**src/rtl/wdt_reset_sequencer.sv**
```systemverilog
// Firmware heartbeat watchdog plus software reset request, merged into one
// staged reset event: domains assert in ascending order, hold, release descending, then cool down.
module wdt_reset_sequencer #(
    parameter int          NUM_DOMAINS     = 4,
    parameter int unsigned TIMEOUT_CYCLES  = 500_000_000,
    parameter int unsigned WARN_CYCLES     = 100_000_000,
    parameter int          STAGE_GAP       = 4,
    parameter int          HOLD_CYCLES     = 5,
    parameter int          COOLDOWN_CYCLES = 16
) (
    input  logic                   clk,
    input  logic                   rst,
    input  logic                   wdt_enable,
    input  logic                   kick,
    input  logic                   sw_reset_req,
    output logic [NUM_DOMAINS-1:0] domain_reset,
    output logic                   warn_irq,
    output logic                   busy,
    output logic [1:0]             reset_cause,
    output logic [7:0]             reset_count
);

    localparam int IDX_W = (NUM_DOMAINS > 1) ? $clog2(NUM_DOMAINS) : 1;

    localparam logic [31:0]      TO_M1    = 32'(TIMEOUT_CYCLES - 1);
    localparam logic [31:0]      WARN_TH  = 32'(TIMEOUT_CYCLES - WARN_CYCLES);
    localparam logic [15:0]      GAP_M1   = 16'(STAGE_GAP - 1);
    localparam logic [15:0]      HOLD_M1  = 16'(HOLD_CYCLES - 1);
    localparam logic [15:0]      COOL_M1  = 16'(COOLDOWN_CYCLES - 1);
    localparam logic [IDX_W-1:0] LAST_IDX = IDX_W'(NUM_DOMAINS - 1);

    typedef enum logic [2:0] {
        S_DISARMED,
        S_ARMED,
        S_ASSERT,
        S_HOLD,
        S_RELEASE,
        S_COOLDOWN
    } state_e;

    state_e                 state_q;
    logic [31:0]            wdt_cnt_q;
    logic [31:0]            wdt_cnt_d;
    logic [15:0]            sub_q;
    logic [IDX_W-1:0]       idx_q;
    logic [NUM_DOMAINS-1:0] domain_q;
    logic                   warn_q;
    logic                   busy_q;
    logic [1:0]             cause_q;
    logic [7:0]             count_q;

    logic wdt_timeout;
    logic sw_trig;
    logic trigger;

    // A kick on the would-be timeout edge suppresses the timeout.
    assign wdt_timeout = (state_q == S_ARMED) && !kick && (wdt_cnt_q == TO_M1);
    assign sw_trig     = ((state_q == S_DISARMED) || (state_q == S_ARMED)) && sw_reset_req;
    assign trigger     = wdt_timeout || sw_trig;

    always_comb begin
        wdt_cnt_d = '0;
        if ((state_q == S_ARMED) && wdt_enable && !kick && !trigger) begin
            wdt_cnt_d = wdt_cnt_q + 32'd1;
        end
    end

    always_ff @(posedge clk) begin
        if (rst) begin
            state_q   <= S_DISARMED;
            wdt_cnt_q <= '0;
            sub_q     <= '0;
            idx_q     <= '0;
            domain_q  <= '0;
            warn_q    <= 1'b0;
            busy_q    <= 1'b0;
            cause_q   <= 2'b00;
            count_q   <= 8'd0;
        end else begin
            wdt_cnt_q <= wdt_cnt_d;
            if (trigger) begin
                domain_q <= NUM_DOMAINS'(1);
                busy_q   <= 1'b1;
                warn_q   <= 1'b0;
                cause_q  <= {sw_trig, wdt_timeout};
                count_q  <= (count_q == 8'd255) ? count_q : count_q + 8'd1;
                sub_q    <= '0;
                idx_q    <= IDX_W'(1);
                state_q  <= (NUM_DOMAINS == 1) ? S_HOLD : S_ASSERT;
            end else begin
                case (state_q)
                    S_DISARMED: begin
                        warn_q <= 1'b0;
                        if (wdt_enable) state_q <= S_ARMED;
                    end
                    S_ARMED: begin
                        if (!wdt_enable) begin
                            warn_q  <= 1'b0;
                            state_q <= S_DISARMED;
                        end else begin
                            warn_q <= (wdt_cnt_d >= WARN_TH);
                        end
                    end
                    S_ASSERT: begin
                        if (sub_q == GAP_M1) begin
                            domain_q[idx_q] <= 1'b1;
                            sub_q           <= '0;
                            if (idx_q == LAST_IDX) state_q <= S_HOLD;
                            else                   idx_q   <= idx_q + 1'b1;
                        end else begin
                            sub_q <= sub_q + 16'd1;
                        end
                    end
                    S_HOLD: begin
                        if (sub_q == HOLD_M1) begin
                            domain_q[NUM_DOMAINS-1] <= 1'b0;
                            sub_q   <= '0;
                            idx_q   <= LAST_IDX - 1'b1;
                            state_q <= (NUM_DOMAINS == 1) ? S_COOLDOWN : S_RELEASE;
                        end else begin
                            sub_q <= sub_q + 16'd1;
                        end
                    end
                    S_RELEASE: begin
                        if (sub_q == GAP_M1) begin
                            domain_q[idx_q] <= 1'b0;
                            sub_q           <= '0;
                            if (idx_q == '0) state_q <= S_COOLDOWN;
                            else             idx_q   <= idx_q - 1'b1;
                        end else begin
                            sub_q <= sub_q + 16'd1;
                        end
                    end
                    S_COOLDOWN: begin
                        // Requests arriving here, including on the exit edge, are dropped.
                        if (sub_q == COOL_M1) begin
                            busy_q  <= 1'b0;
                            sub_q   <= '0;
                            state_q <= wdt_enable ? S_ARMED : S_DISARMED;
                        end else begin
                            sub_q <= sub_q + 16'd1;
                        end
                    end
                    default: state_q <= S_DISARMED;
                endcase
            end
        end
    end

    assign domain_reset = domain_q;
    assign warn_irq     = warn_q;
    assign busy         = busy_q;
    assign reset_cause  = cause_q;
    assign reset_count  = count_q;

endmodule

```
**config.mk**
```make
export PLATFORM = sky130hd
export DESIGN_NAME = wdt_reset_sequencer
export DESIGN_NICKNAME = d
export VERILOG_FILES = /design/src/rtl/wdt_reset_sequencer.sv
export SDC_FILE = /design/constraint.sdc
export NUM_CORES = 1
export LEC_CHECK = 0
export CAP_MARGIN = 0
export CORE_ASPECT_RATIO = 1.2
export CORE_MARGIN = 2
export CORE_UTILIZATION = 45
export DETAILED_ROUTE_END_ITERATION = 10
export GPL_TIMING_DRIVEN = 1
export HOLD_SLACK_MARGIN = 0.12
export PLACE_DENSITY_LB_ADDON = 0.2
export SYNTH_ARGS = -nofsm -noshare
export SYNTH_HDL_FRONTEND = slang
export SYNTH_SLANG_ARGS = --single-unit
```
**constraint.sdc**
```tcl
create_clock -name clk -period 2.4 [get_ports clk]
set_input_delay 0.36 -clock clk [delete_from_list [all_inputs] [get_ports clk]]
set_output_delay 0.36 -clock clk [all_outputs]
set_load 0.005 [all_outputs]
```
==> results.sh <==
export IMPL_fmax_mhz=404
export IMPL_synth_cells=446
export IMPL_status="complete, but fails checks"
export IMPL_finalSetupViolCount=31
export IMPL_drc_errors=0
export IMPL_worst_pin_slew_ns=0.543
export IMPL_hpwl_um=6280
export IMPL_yosysTopAreaCell="dfxtp_1"
export IMPL_leakage_nw=1.61
export IMPL_synth_cell_area_mm2=0.00365
export IMPL_area_growth_pct=25.3
export IMPL_dp_cells=591
export IMPL_antenna_found_initial=0
export IMPL_drtIter0Drc=180
export IMPL_fin_ws_ns=-0.0730
export IMPL_insertion_delay_ns=0.36
export IMPL_antenna_cells=0
export IMPL_port_buffers=20
export IMPL_rsz0062_at_grt="yes"
export IMPL_synth_edf_count=0
export IMPL_async_reset_ff_share_pct=0
export IMPL_clockBufferDepth=2
export IMPL_core_area_mm2=0.00802
export IMPL_crit_start="wdt_cnt_q[12]"
export IMPL_drive_gt1_share_pct=18.6
export IMPL_initial_utilization_pct=45.6
export IMPL_cts_tree="done"
export IMPL_drv_slew=0
export IMPL_wirelength_um=8880
export IMPL_die_area_mm2=0.00886
export IMPL_min_from="reset_cause[1]"
export IMPL_firstDrtPassIters=4
export IMPL_worstReg2RegStart="wdt_cnt_q[12]"
export IMPL_chipHeight_um=103
export IMPL_synthTopCellsByCount="78 x nor2_1, 69 x dfxtp_1, 37 x nand2_1"
export IMPL_via_count=3347
export IMPL_hp_class="reg2reg"
export IMPL_slew_headroom_pct=63.7
export IMPL_htree_levels=3
export IMPL_ys_seq_area_share_pct=37.8
export IMPL_worstSetupStartpointType="flop"
export IMPL_cts_sinks=69
export IMPL_yosysMostFrequentCell="nor2_1"
export IMPL_max_cap_violations=0
export IMPL_synth_cell_types=60
export IMPL_grt_use_total_pct=21.2
export IMPL_cts_inserted_buffers=9
export IMPL_avgSynthCellArea_um2=8.19
export IMPL_peakVddDrop_v=0.000213
export IMPL_crit_path_end_kind="flop"
export IMPL_clockRootBuffer="clkbuf_8"
export IMPL_cp_required_ns=2.65
export IMPL_grt_pass1_wl_um=14700
export IMPL_grt_max_degree=31
export IMPL_clkTransAtPathRegs_ns=0.07
export IMPL_crit_type="reg2reg"
export IMPL_syn_num_nets=455
export IMPL_num_io_pins=21
export IMPL_hold_ws_ns=0.459
export IMPL_skew_ns=0.00798
export IMPL_drtAntennaViolNets=0
export IMPL_row_count=36
export IMPL_violations="setup timing"
export IMPL_routabilityCongestion=0.815
export IMPL_ys_warn_count=0
export IMPL_wl_per_cell_um=14.5
export IMPL_overflow=0
export IMPL_post_route_min_period_ns=2.47
export IMPL_fin_nets=522
export IMPL_yosys_top_cells_area="dfxtp_1 38%, nor2_1 8.0%, xor2_1 7.0%"
export IMPL_yosysTopAreaCellShare_pct=37.8
export IMPL_powerDensity_mw_per_mm2=494
export IMPL_via_per_inst=5.47
export IMPL_hold_violations=0
export IMPL_die_w_um=86.3
export IMPL_crit_arrival_ns=2.72
export IMPL_ys_seq_elements=69
export IMPL_synth_ff_type="dfxtp_1"
export IMPL_cp_max_fo=8
export IMPL_period_share_pct=103
export IMPL_fin_cells=612
export IMPL_grt_pass1_vias=3112
export IMPL_ctsHoldBuffers=0
registers in the layout (all words and copies together), names as in the netlist, named ones only:
name          cells
wdt_cnt_q        32
idx_q             2
warn_irq          1
sub_q            16
state_q           3
reset_cause       2
busy              1
domain_reset      2
reset_count       8
per-layer routing:
layer | global-route usage (%) | wire length, um | share of wire (%)
met1 | 28.7 | 4320 | 49
met2 | 32.8 | 4080 | 46
met3 | 3.92 | 319 | 3.6
met4 | 9.98 | 153 | 1.7
met5 | 0 | 0 | 0
stage by stage:
stage	setup slack [ns]	power (mW)	area (um^2)	utilization [%]	TNS [ns]
after floorplan	-0.140	1.29	3660	-	-2.16
after global placement	-0.201	1.34	4220	52.7	-2.93
after detailed placement	-0.195	1.35	4220	52.7	-5.42
after CTS	-0.114	2.29	4500	56.1	-1.58
after global routing	-0.224	2.37	4580	57.1	-5.02
final	-0.0730	2.26	4580	57.1	-1.27
power by group:
group / switching [mW] / leakage [nW] / internal [mW]
clock: 0.416 / 0.102 / 0.512
combinational: 0.0803 / 0.950 / 0.0782
sequential: 0.0174 / 0.558 / 1.16
total: 0.514 / 1.61 / 1.75
final timing paths:
path	to	slack, ns	cells after the start
worst min-delay path	reset_cause[1]	0.46	2
worst max-delay path	reset_count[7]	-0.07	7
worst min register to register	reset_cause[1]	0.46	2
worst max register to register	reset_count[7]	-0.07	7
kinds of logic after synthesis:
family	after synthesis	share of synthesized area [%]
AND/OR/NAND/NOR	232	32.4
flip-flops	69	37.8
AO/OA/AOI/OAI	54	10.2
XOR/XNOR	53	12.7
buffers and inverters	30	4.35
multiplexers	4	1.10
adder cells (fa/ha/maj)	4	1.37
critical path, cell delays in order (launching register included):
cell     delay, ns
dfxtp_1       0.31
or4b_1        0.50
or4_1         0.50
or3_4         0.37
a32oi_4       0.28
nand4_1       0.17
xor2_1        0.18
nor2_1        0.06
layout make-up:
| class | count | area, um^2 |
|---|---|---|
| clock buffers | 15 | 196 |
| fillers | 732 | 3440 |
| inverters | 11 | 41.3 |
| multi-input cells | 348 | 2200 |
| flip-flops and latches | 69 | 1380 |
| well taps | 95 | 119 |
| repair buffers | 74 | 639 |
timing repair:
item	in CTS	in global routing
pin swaps	6	5
setup buffers	3	1
resized for setup	10	11
hold endpoints to repair	0	0
cloned	1	1
endpoints found under the setup margin	61	65
layout by cell type (no fill, tap or decap), types with 3 or more instances in the layout:
master,instances
nand4_1,17
nor3_1,9
nor2_1,77
nand3_1,24
a31oi_1,3
ha_1,3
o31ai_1,5
buf_4,51
and2_1,6
a21oi_1,14
nor4_1,13
mux2i_1,4
xor2_1,28
clkbuf_8,14
dfxtp_1,69
o21ai_0,12
and3_1,10
clkdlybuf4s50_1,20
and4_1,4
xnor2_1,24
nand2_1,35
inv_1,11
and3_2,5
Note: power is estimated with default switching activity, not from simulation.
